[src/rtl/cpu_status_unit_pkg.sv]
// -----------------------------------------------------------------------------
// cpu_status_unit_pkg
// Shared CPU definitions for the pipeline status/control unit.
//   run_state_t   : run-control FSM state encoding (RUN/DRAIN/HALTED/FAULT)
//   ERR_*         : err_code encodings, bit 0 = opcode error, bit 1 = funct error
//   is_counting() : true in the states where the cycle counter advances
// -----------------------------------------------------------------------------
package cpu_status_unit_pkg;

  typedef enum logic [1:0] {
    ST_RUN    = 2'd0,
    ST_DRAIN  = 2'd1,
    ST_HALTED = 2'd2,
    ST_FAULT  = 2'd3
  } run_state_t;

  localparam logic [1:0] ERR_NONE   = 2'd0;
  localparam logic [1:0] ERR_OPCODE = 2'd1;
  localparam logic [1:0] ERR_FUNCT  = 2'd2;
  localparam logic [1:0] ERR_BOTH   = 2'd3;

  // Cycles are billed while the core is doing useful work: running or
  // draining in-flight instructions after a HALT.
  function automatic logic is_counting(input run_state_t s);
    return (s == ST_RUN) || (s == ST_DRAIN);
  endfunction

endpackage

[src/rtl/sat_counter.sv]
// -----------------------------------------------------------------------------
// sat_counter
// Up-counter that increments by one when enabled and sticks at all-ones.
// Ports:
//   clock  : rising-edge clock
//   reset  : asynchronous active-high reset, clears the count
//   en     : increment request for this cycle
//   count  : registered count value, W bits
// -----------------------------------------------------------------------------
module sat_counter #(
  parameter int W = 32
) (
  input  logic         clock,
  input  logic         reset,
  input  logic         en,
  output logic [W-1:0] count
);

  localparam logic [W-1:0] MAX = '1;
  localparam logic [W-1:0] ONE = W'(1);

  // NOTE: clocked state uses non-blocking (<=) so every flop samples the
  // pre-edge values; blocking (=) here creates simulation/synthesis races.
  always_ff @(posedge clock or posedge reset) begin
    if (reset) begin
      count <= '0;
    end else if (en && (count != MAX)) begin
      count <= count + ONE;
    end
  end

endmodule

[src/rtl/cpu_status_unit.sv]
// -----------------------------------------------------------------------------
// cpu_status_unit
// Run-control FSM for a pipelined CPU: stops the PC on HALT or decode faults,
// flushes IF/ID once on entry to DRAIN/FAULT, captures fault information and
// keeps saturating cycle/retired-instruction counters.
// Ports:
//   clock, reset      : clock and asynchronous active-high reset
//   wb_retire         : an instruction retires in WB this cycle
//   id_halt           : HALT opcode decoded in ID
//   id_opcode_err     : unknown opcode in ID
//   id_funct_err      : unknown function code in ID
//   id_pc             : PC of the instruction in ID
//   pipe_empty        : EX/M/WB hold no valid instruction
//   pc_stop           : freeze PC (registered)
//   if_id_flush       : one-cycle IF/ID flush (registered)
//   run_state         : FSM state encoding
//   cycle_count       : cycles spent in RUN or DRAIN (saturating)
//   retired_count     : retired instructions (saturating)
//   err_code          : {funct_err, opcode_err} latched at the fault
//   err_pc            : id_pc latched at the fault
// -----------------------------------------------------------------------------
module cpu_status_unit
  import cpu_status_unit_pkg::*;
#(
  parameter int CNT_W = 32,
  parameter int PC_W  = 16
) (
  input  logic             clock,
  input  logic             reset,
  input  logic             wb_retire,
  input  logic             id_halt,
  input  logic             id_opcode_err,
  input  logic             id_funct_err,
  input  logic [PC_W-1:0]  id_pc,
  input  logic             pipe_empty,
  output logic             pc_stop,
  output logic             if_id_flush,
  output logic [1:0]       run_state,
  output logic [CNT_W-1:0] cycle_count,
  output logic [CNT_W-1:0] retired_count,
  output logic [1:0]       err_code,
  output logic [PC_W-1:0]  err_pc
);

  run_state_t state;

  // All outputs come straight from flops; pc_stop and if_id_flush are set on
  // the same edge that leaves RUN so they line up with the new state.
  always_ff @(posedge clock or posedge reset) begin
    if (reset) begin
      state       <= ST_RUN;
      pc_stop     <= 1'b0;
      if_id_flush <= 1'b0;
      err_code    <= ERR_NONE;
      err_pc      <= '0;
    end else begin
      if_id_flush <= 1'b0;
      unique case (state)
        ST_RUN: begin
          // Decode faults win over HALT in the same cycle.
          if (id_opcode_err || id_funct_err) begin
            state       <= ST_FAULT;
            pc_stop     <= 1'b1;
            if_id_flush <= 1'b1;
            err_code    <= {id_funct_err, id_opcode_err};
            err_pc      <= id_pc;
          end else if (id_halt) begin
            state       <= ST_DRAIN;
            pc_stop     <= 1'b1;
            if_id_flush <= 1'b1;
          end
        end
        ST_DRAIN: begin
          // Evaluated only once we are in DRAIN, so an already-empty pipe
          // still spends one cycle here before HALTED.
          if (pipe_empty) begin
            state <= ST_HALTED;
          end
        end
        default: begin
          // HALTED and FAULT are terminal until reset.
        end
      endcase
    end
  end

  assign run_state = state;

  sat_counter #(.W(CNT_W)) u_cycle_cnt (
    .clock (clock),
    .reset (reset),
    .en    (is_counting(state)),
    .count (cycle_count)
  );

  // Retirements are counted in every state so the tail of a DRAIN is included.
  sat_counter #(.W(CNT_W)) u_retired_cnt (
    .clock (clock),
    .reset (reset),
    .en    (wb_retire),
    .count (retired_count)
  );

endmodule

[config.mk]
export PLATFORM = sky130hd
export DESIGN_NAME = cpu_status_unit
export DESIGN_NICKNAME = d
export VERILOG_FILES = /design/src/rtl/cpu_status_unit_pkg.sv /design/src/rtl/sat_counter.sv /design/src/rtl/cpu_status_unit.sv
export SDC_FILE = /design/constraint.sdc
export NUM_CORES = 1
export LEC_CHECK = 0
export ABC_CLOCK_PERIOD_IN_PS = 3000
export CAP_MARGIN = 20
export CORE_ASPECT_RATIO = 1.5
export CORE_UTILIZATION = 35
export CTS_CLUSTER_DIAMETER = 30
export DETAILED_ROUTE_END_ITERATION = 16
export GPL_TIMING_DRIVEN = 0
export PLACE_DENSITY = 0.64
export SLEW_MARGIN = 25
export SYNTH_ARGS = -nofsm -noshare
export SYNTH_HDL_FRONTEND = slang
export SYNTH_SLANG_ARGS = --single-unit
[constraint.sdc]
create_clock -name clock -period 3 [get_ports clock]
set_input_delay 0.75 -clock clock [delete_from_list [all_inputs] [get_ports clock]]
set_output_delay 0.75 -clock clock [all_outputs]
set_load 0.03 [all_outputs]
==> results.md, run 1 <==
- Startpoint of the most critical hold path: pc_stop$_DFFE_PP0P_
- Largest family of logic cells by synthesized area: simple AND/OR/NAND/NOR gates
- Post-Route WL: 9530 µm
- Static Leakage: 2.47 nW
- Critical path startpoint: u_cycle_cnt.count[16]$_DFFE_PP0P_
- Post-synth EDFFs: 0
- Pins Over Slew Limit: 0
- Crit-path cells: nand4_1 > or4_1 > buf_2 > o21ai_0 > nor3_1 > xor2_1
- Hold buffers post-CTS: 0
- Core Util, Final: 50.7%
- Simple-gate share of the synthesized area: 21.2%
- Async SR Flop Fraction: 100%
- Switching share of power: 23.9%
- WL/cell: 15.4 µm
- Clock skew: 4.96 ps
- Final GP Congestion: 0.802
- IO Pins: 109
- Post-synthesis cell count: 347
- Unrepaired setup endpoints after global routing: false
- Slew @ Worst Pin: 772 ps
- Via density: 5.06
- Routed vias: 3132
- Slew HR: 48.0%
- Post-CTS sizing: 0
- Required time of the critical path: 3210 ps
- Residual DRC: 0
- Element type at the critical path start: register
- Die W: 88.5 µm
- CTS tree: yes
- Share of cells above drive strength 1: 8.90%
- Clock transition at path regs: 60 ps
- Power Internal: 2.18 mW
- GR Util All Layers: 17.2%
- H-tree Lvls: 3
- Root buffer cell: clkbuf_16
- Area contributors post-synth: dfrtp_1 55%, xnor2_1 6.5%, xor2_1 6.0%
- Initial antenna violation count: 0
- Initial drt markers: 67
- Number of buffers created by CTS: 9
- Register area share after synthesis: 54.7%
- Xor/xnor cell area share of the yosys netlist: 12.5%
- Latest clock arrival within the worst-skew pair: 340 ps
- Maximum VDD drop: 0.330 mV
- Area grow syn2layout: 41.9%
- Top-area cell type share of the netlist area: 54.7%
- Worst R2R Start: u_cycle_cnt.count[16]$_DFFE_PP0P_
- Clk network pwr share: 45.5%
- Netlist cell types: 41
- Antenna viol nets, final: 0
- Status: finished, final reports clean
- Non-filler cells, final: 619
- Largest net degree at the start of global routing: 73
- Logic pwr share: 10.6%
- Worst path slowest cell: o21ai_0
- Crit path max fanout: 8
- Fin nets: 492
- Fmax: 402 MHz
- Core area: 0.0110 mm²
- Detail Placement HPWL: 6900 µm
- Max Cap Violations: 0
- Top cells by count, synth: 86 x dfrtp_1, 38 x nand2_1, 29 x xnor2_1
- Row cnt: 47
- #FFs+latches synth: 86
- Die area: 0.0117 mm²
- Tcrit/Tclk final: 82.8%
- First-pass GRT wire length: 15300 µm
- Initial core utilization: 35.7%
- Final setup fails: 0
- Pwr Density: 513 mW/mm²
- Most common cell in the synthesized netlist: dfrtp_1
- Hold Vio Cnt, Final: 0
- Diode count: 0
- Die height: 132 µm
- Total chip power: 2.86 mW
- Worst Path Arrival: 2700 ps
- Post-Place Cells: 603
- CP max stage delay: 620 ps
- Tmin final: 2490 ps
- Number of global-route vias before repair: 3142
- Area share of fa/ha/maj cells after synthesis: 0.637%
- Gr ovfl total: 0
- Clock sinks: 86
- Mapped cell area: 0.00393 mm²
- Seq pwr share: 43.8%
- Top FF cell, synth: dfrtp_1
- DR pass1 iterations: 7
- Port bufs: 108
- Mapped Nets: 372
- Setup crit end kind: register
- P_sw: 683 µW
- Leading area contributor after synthesis: dfrtp_1
- Post-synthesis mux area share: 5.41%
- Mean Syn Cell Area: 11.3 µm²
- WS Path Type: reg -> reg
- Count of warnings emitted by yosys: 0
- Setup Buffers After CTS: 0
- Bufs on Longest Clock Path: 2
- Fin Setup TNS: 0 ps
- Compound-Gate Fraction of Synth Area: 3.82%
- HP Class: reg -> reg
-- per-stage QoR --
stage	cell area [µm²]	setup WS [ps]	hold slack, ps
2_1_floorplan	3930	28.2	646
3_3_place_gp	5200	-1390	457
3_5_place_dp	5230	249	463
4_1_cts	5580	537	482
5_1_grt	5580	355	501
6_report	5580	515	480
-- layout make-up --
type	instances	area (µm²)
clock inverters	5	106
multi-input cells	246	1710
clock buffers	11	243
well taps	147	184
flip-flops and latches	86	2150
inverters	4	20.0
plain buffers	11	51.3
fillers	1024	5420
repair buffers	109	1110
-- cell families after synthesis --
family                   count (synthesis)
adder cells (fa/ha/maj)                  2
buffers and inverters                   15
XOR/XNOR                                56
multiplexers                            19
AND/OR/NAND/NOR                        152
AO/OA/AOI/OAI                           17
flip-flops                              86
-- critical path: cells and delay by family, from the launching register on --
| family | cells | cell delay (ps) |
|---|---|---|
| DFF | 1 | 480 |
| buffers and inverters | 1 | 180 |
| AOI/OAI and AO/OA | 1 | 620 |
| and+or+nand+nor | 3 | 890 |
| xor gates and xnor gates | 1 | 180 |
-- routing by layer --
metal,global-route usage (%),part of all wire [%]
met5,0,0
met4,8.96,2.5
met3,2.50,3.6
met2,30.9,54
met1,19.1,40
-- final timing paths --
check / slack [ps] / endpoint / cells past startpoint
setup / recovery: 510 / u_cycle_cnt.count[22]$_DFFE_PP0P_ / 6
min in group asynchronous: 700 / err_pc[5]$_DFFE_PP0P_ / 2
hold / removal: 480 / pc_stop$_DFFE_PP0P_ / 1
max in group asynchronous: 1710 / err_pc[10]$_DFFE_PP0P_ / 3
setup reg to reg: 510 / u_cycle_cnt.count[22]$_DFFE_PP0P_ / 6
hold reg to reg: 480 / pc_stop$_DFFE_PP0P_ / 1
-- power by group through the flow --
stage	combinational [mW]	clock, mW	sequential, mW
after floorplan	0.0842	0	1.35
final	0.305	1.30	1.25
after global placement	0.300	0	1.27
after CTS	0.309	1.33	1.25
after detailed placement	0.309	0	1.28
after global routing	0.328	1.37	1.26
-- cell usage in the layout, fill, tap and decap left out, types with 2 or more instances in the layout --
master and count:
clkbuf_16 9, or4_1 2, nand3_1 20, bufinv_16 3, xor2_1 27, and4_1 10, nor4b_1 2, clkbuf_1 8
nor2_1 10, nor3_1 13, o31ai_1 2, inv_1 3, nand2_1 38, a31oi_1 2, nor3b_1 2, xnor2_1 29
o41a_1 2, mux2_2 18, buf_2 2, o21a_1 2, clkdlybuf4s50_1 108, nor4_1 9, ha_1 2, nand4_1 22
or2_2 2, and3_1 15, dfrtp_1 86, o21ai_0 3
-- state kept, by name, indices dropped and copies added (netlist names) --
signal and cells:
u_cycle_cnt.count 32, if_id_flush 1, err_pc 16, err_code 2
run_state 2, pc_stop 1, u_retired_cnt.count 32
Note: power is estimated with default switching activity, not from simulation.
==> run 2: changes to the inputs <==
ABC_CLOCK_PERIOD_IN_PS = 2500   (was 3000)
PLACE_DENSITY = 0.61   (was 0.64)
clock period = 2.5 ns   (was 3 ns; I/O delays follow)
==> run 2 against run 1 <==
Cell area increased by 0.22%. Largest power group is now sequential cells. Clock power increased by 6%. Largest cell class unchanged. Utilization increased by 0.11 points. Power increased by 14%. Clock skew about the same.
==> results.md, run 2 (synthesis results as in run 1) <==
- Initial antenna violation count: 0 (unchanged)
- Register area: 0.00215 mm² (unchanged)
- Status: finished, final reports clean
- Slew @ Worst Pin: 571 ps (-201 ps)
- Slew HR: 61.9% (+14 points)
- IO Pins: 109 (unchanged)
- Crit path max fanout: 7 (-1)
- Largest net degree at the start of global routing: 31 (-58%)
- Top sig layer: met4
- Initial drt markers: 69 (+3.0%)
- Fmax: 424 MHz (+5.5%)
- Area grow syn2layout: 42.2%
- Root buffer cell: clkbuf_16
- Bufs on Longest Clock Path: 2 (unchanged)
- Regs by FF count: u_cycle_cnt.count (32), u_retired_cnt.count (32), err_pc (16)
- Setup crit end kind: register
- WL/cell: 15.3 µm (-0.26%)
- Max Cap Violations: 0 (unchanged)
- Most frequent cells in the layout: 108 x clkdlybuf4s50_1, 86 x dfrtp_1, 38 x nand2_1
- Unrepaired setup endpoints after global routing: false
- Diode count: 0 (unchanged)
- Hold Vio Cnt, Final: 0 (unchanged)
- Gr ovfl total: 0 (unchanged)
- Maximum VDD drop: 0.440 mV (+33%)
- Final setup fails: 0 (unchanged)
- Via density: 4.99 (-1.3%)
- Share of cells above drive strength 1: 9.92% (+1.0 points)
- Pwr Density: 582 mW/mm² (+13%)
- Latest clock arrival within the worst-skew pair: 340 ps (about the same)
- WS Path Type: reg -> reg
- DR pass1 iterations: 4 (-3)
- Number of fill cells: 1013 (-1.1%)
- H-tree Lvls: 3 (unchanged)
- Die area: 0.0117 mm² (unchanged)
- Reg-to-Reg End: u_cycle_cnt.count[25]$_DFFE_PP0P_
- Pins Over Slew Limit: 0 (unchanged)
- Fin Setup TNS: 0 ps (unchanged)
- Initial core utilization: 35.7% (unchanged)
- Port bufs: 108 (unchanged)
- Clock sinks: 86 (unchanged)
- Row cnt: 47 (unchanged)
- Fin nets: 494 (+0.41%)
- Met2 Wirelength: 5070 µm (-1.9%)
- Core Util, Final: 50.8% (+0.11 points)
- Total chip power: 3.25 mW (+14%)
- GR Util All Layers: 17.5% (+0.29 points)
- Most common cell after layout, fill and taps aside: clkdlybuf4s50_1
- Worst Path Arrival: 2560 ps (-140 ps)
- Wl on met1: 3710 µm (-1.9%)
- Multi-input logic area: 0.00173 mm² (+0.80%)
- Die W: 88.5 µm (unchanged)
- Critical path startpoint: u_cycle_cnt.count[20]$_DFFE_PP0P_
- CP Capture Point: u_cycle_cnt.count[25]$_DFFE_PP0P_
- Antenna viol nets, final: 0 (unchanged)
- R2R Setup Slk: 140 ps (-370 ps)
- First-pass GRT wire length: 15600 µm (+1.9%)
- Required time of the critical path: 2700 ps (-510 ps)
- Residual DRC: 0 (unchanged)
- Die height: 132 µm (unchanged)
- Hold Path Depth: 1 (unchanged)
- Detail Placement HPWL: 7150 µm (+3.7%)
- Final GP Congestion: 0.803 (about the same)
- Worst R2R Start: u_cycle_cnt.count[20]$_DFFE_PP0P_
- Routed vias: 3100 (-1.0%)
- Number of global-route vias before repair: 3164 (+0.70%)
- HP Class: reg -> reg
- Hold buffers post-CTS: 0 (unchanged)
- Core area: 0.0110 mm² (unchanged)
- Setup ws final: 144 ps (-371 ps)
- Number of buffers created by CTS: 9 (unchanged)
- Element type at the critical path start: register
- Post-Place Worst Slack: -189 ps (-438 ps)
- Clock transition at path regs: 60 ps (about the same)
- Tmin final: 2360 ps (-129 ps)
- Worst r2r path cells: 6 (unchanged)
- Met3 routed WL: 559 µm (+64%)
- Static Leakage: 2.48 nW (+0.18%)
- Post-Route WL: 9530 µm (about the same)
- Clock skew: 4.64 ps (-0.323 ps)
- Tcrit/Tclk final: 94.3% (+11 points)
- CTS tree: yes
[run 2: final cells by class]
cell class | count | area share [%]
Tap cell | 147 | 3.29
Timing Repair Buffer | 111 | 20.5
Clock inverter | 6 | 1.25
Clock buffer | 10 | 4.27
Multi-Input combinational cell | 246 | 30.9
Inverter | 4 | 0.336
Sequential cell | 86 | 38.5
Buffer | 11 | 0.918
[run 2: metal layers]
metal	vias to the layer above	global-route usage (%)
li1	1490	-
met1	1503	19.4
met2	93	30.6
met3	14	4.95
met4	0	7.35
met5	-	0
[run 2: worst max-delay path, stage by stage, from the launching register on]
cell	delay [ps]
dfrtp_1	470
nand4_1	170
or4_1	530
buf_2	180
o41ai_4	530
nor4_1	160
xor2_1	170
[run 2: power by group]
group / switching (mW) / leakage, nW / total, mW / internal, mW
sequential: 0.0623 / 1.18 / 1.50 / 1.44
combinational: 0.197 / 1.14 / 0.370 / 0.173
clock: 0.569 / 0.153 / 1.38 / 0.809
[run 2: metrics by stage]
step / hold slack [ps] / cell area, µm² / instances
floorplan: 646 / 3940 / 347
global placement: 451 / 5200 / 602
detailed placement: 455 / 5270 / 605
CTS: 472 / 5580 / 621
global route: 491 / 5590 / 621
finish: 468 / 5590 / 621
[run 2: what timing repair did]
action | CTS | global route
gates resized for setup | 0 | 3
buffers inserted | 0 | 0
setup endpoints to repair | 0 | 12
[run 2: how the worst min path moves through the flow]
stage	startpoint	endpoint
3_5_place_dp	pc_stop$_DFFE_PP0P_	pc_stop$_DFFE_PP0P_
3_3_place_gp	pc_stop$_DFFE_PP0P_	pc_stop$_DFFE_PP0P_
2_1_floorplan	err_code[0]$_DFFE_PP0P_	err_code[0]$_DFFE_PP0P_
4_1_cts	pc_stop$_DFFE_PP0P_	pc_stop$_DFFE_PP0P_
5_1_grt	pc_stop$_DFFE_PP0P_	pc_stop$_DFFE_PP0P_
6_report	pc_stop$_DFFE_PP0P_	pc_stop$_DFFE_PP0P_
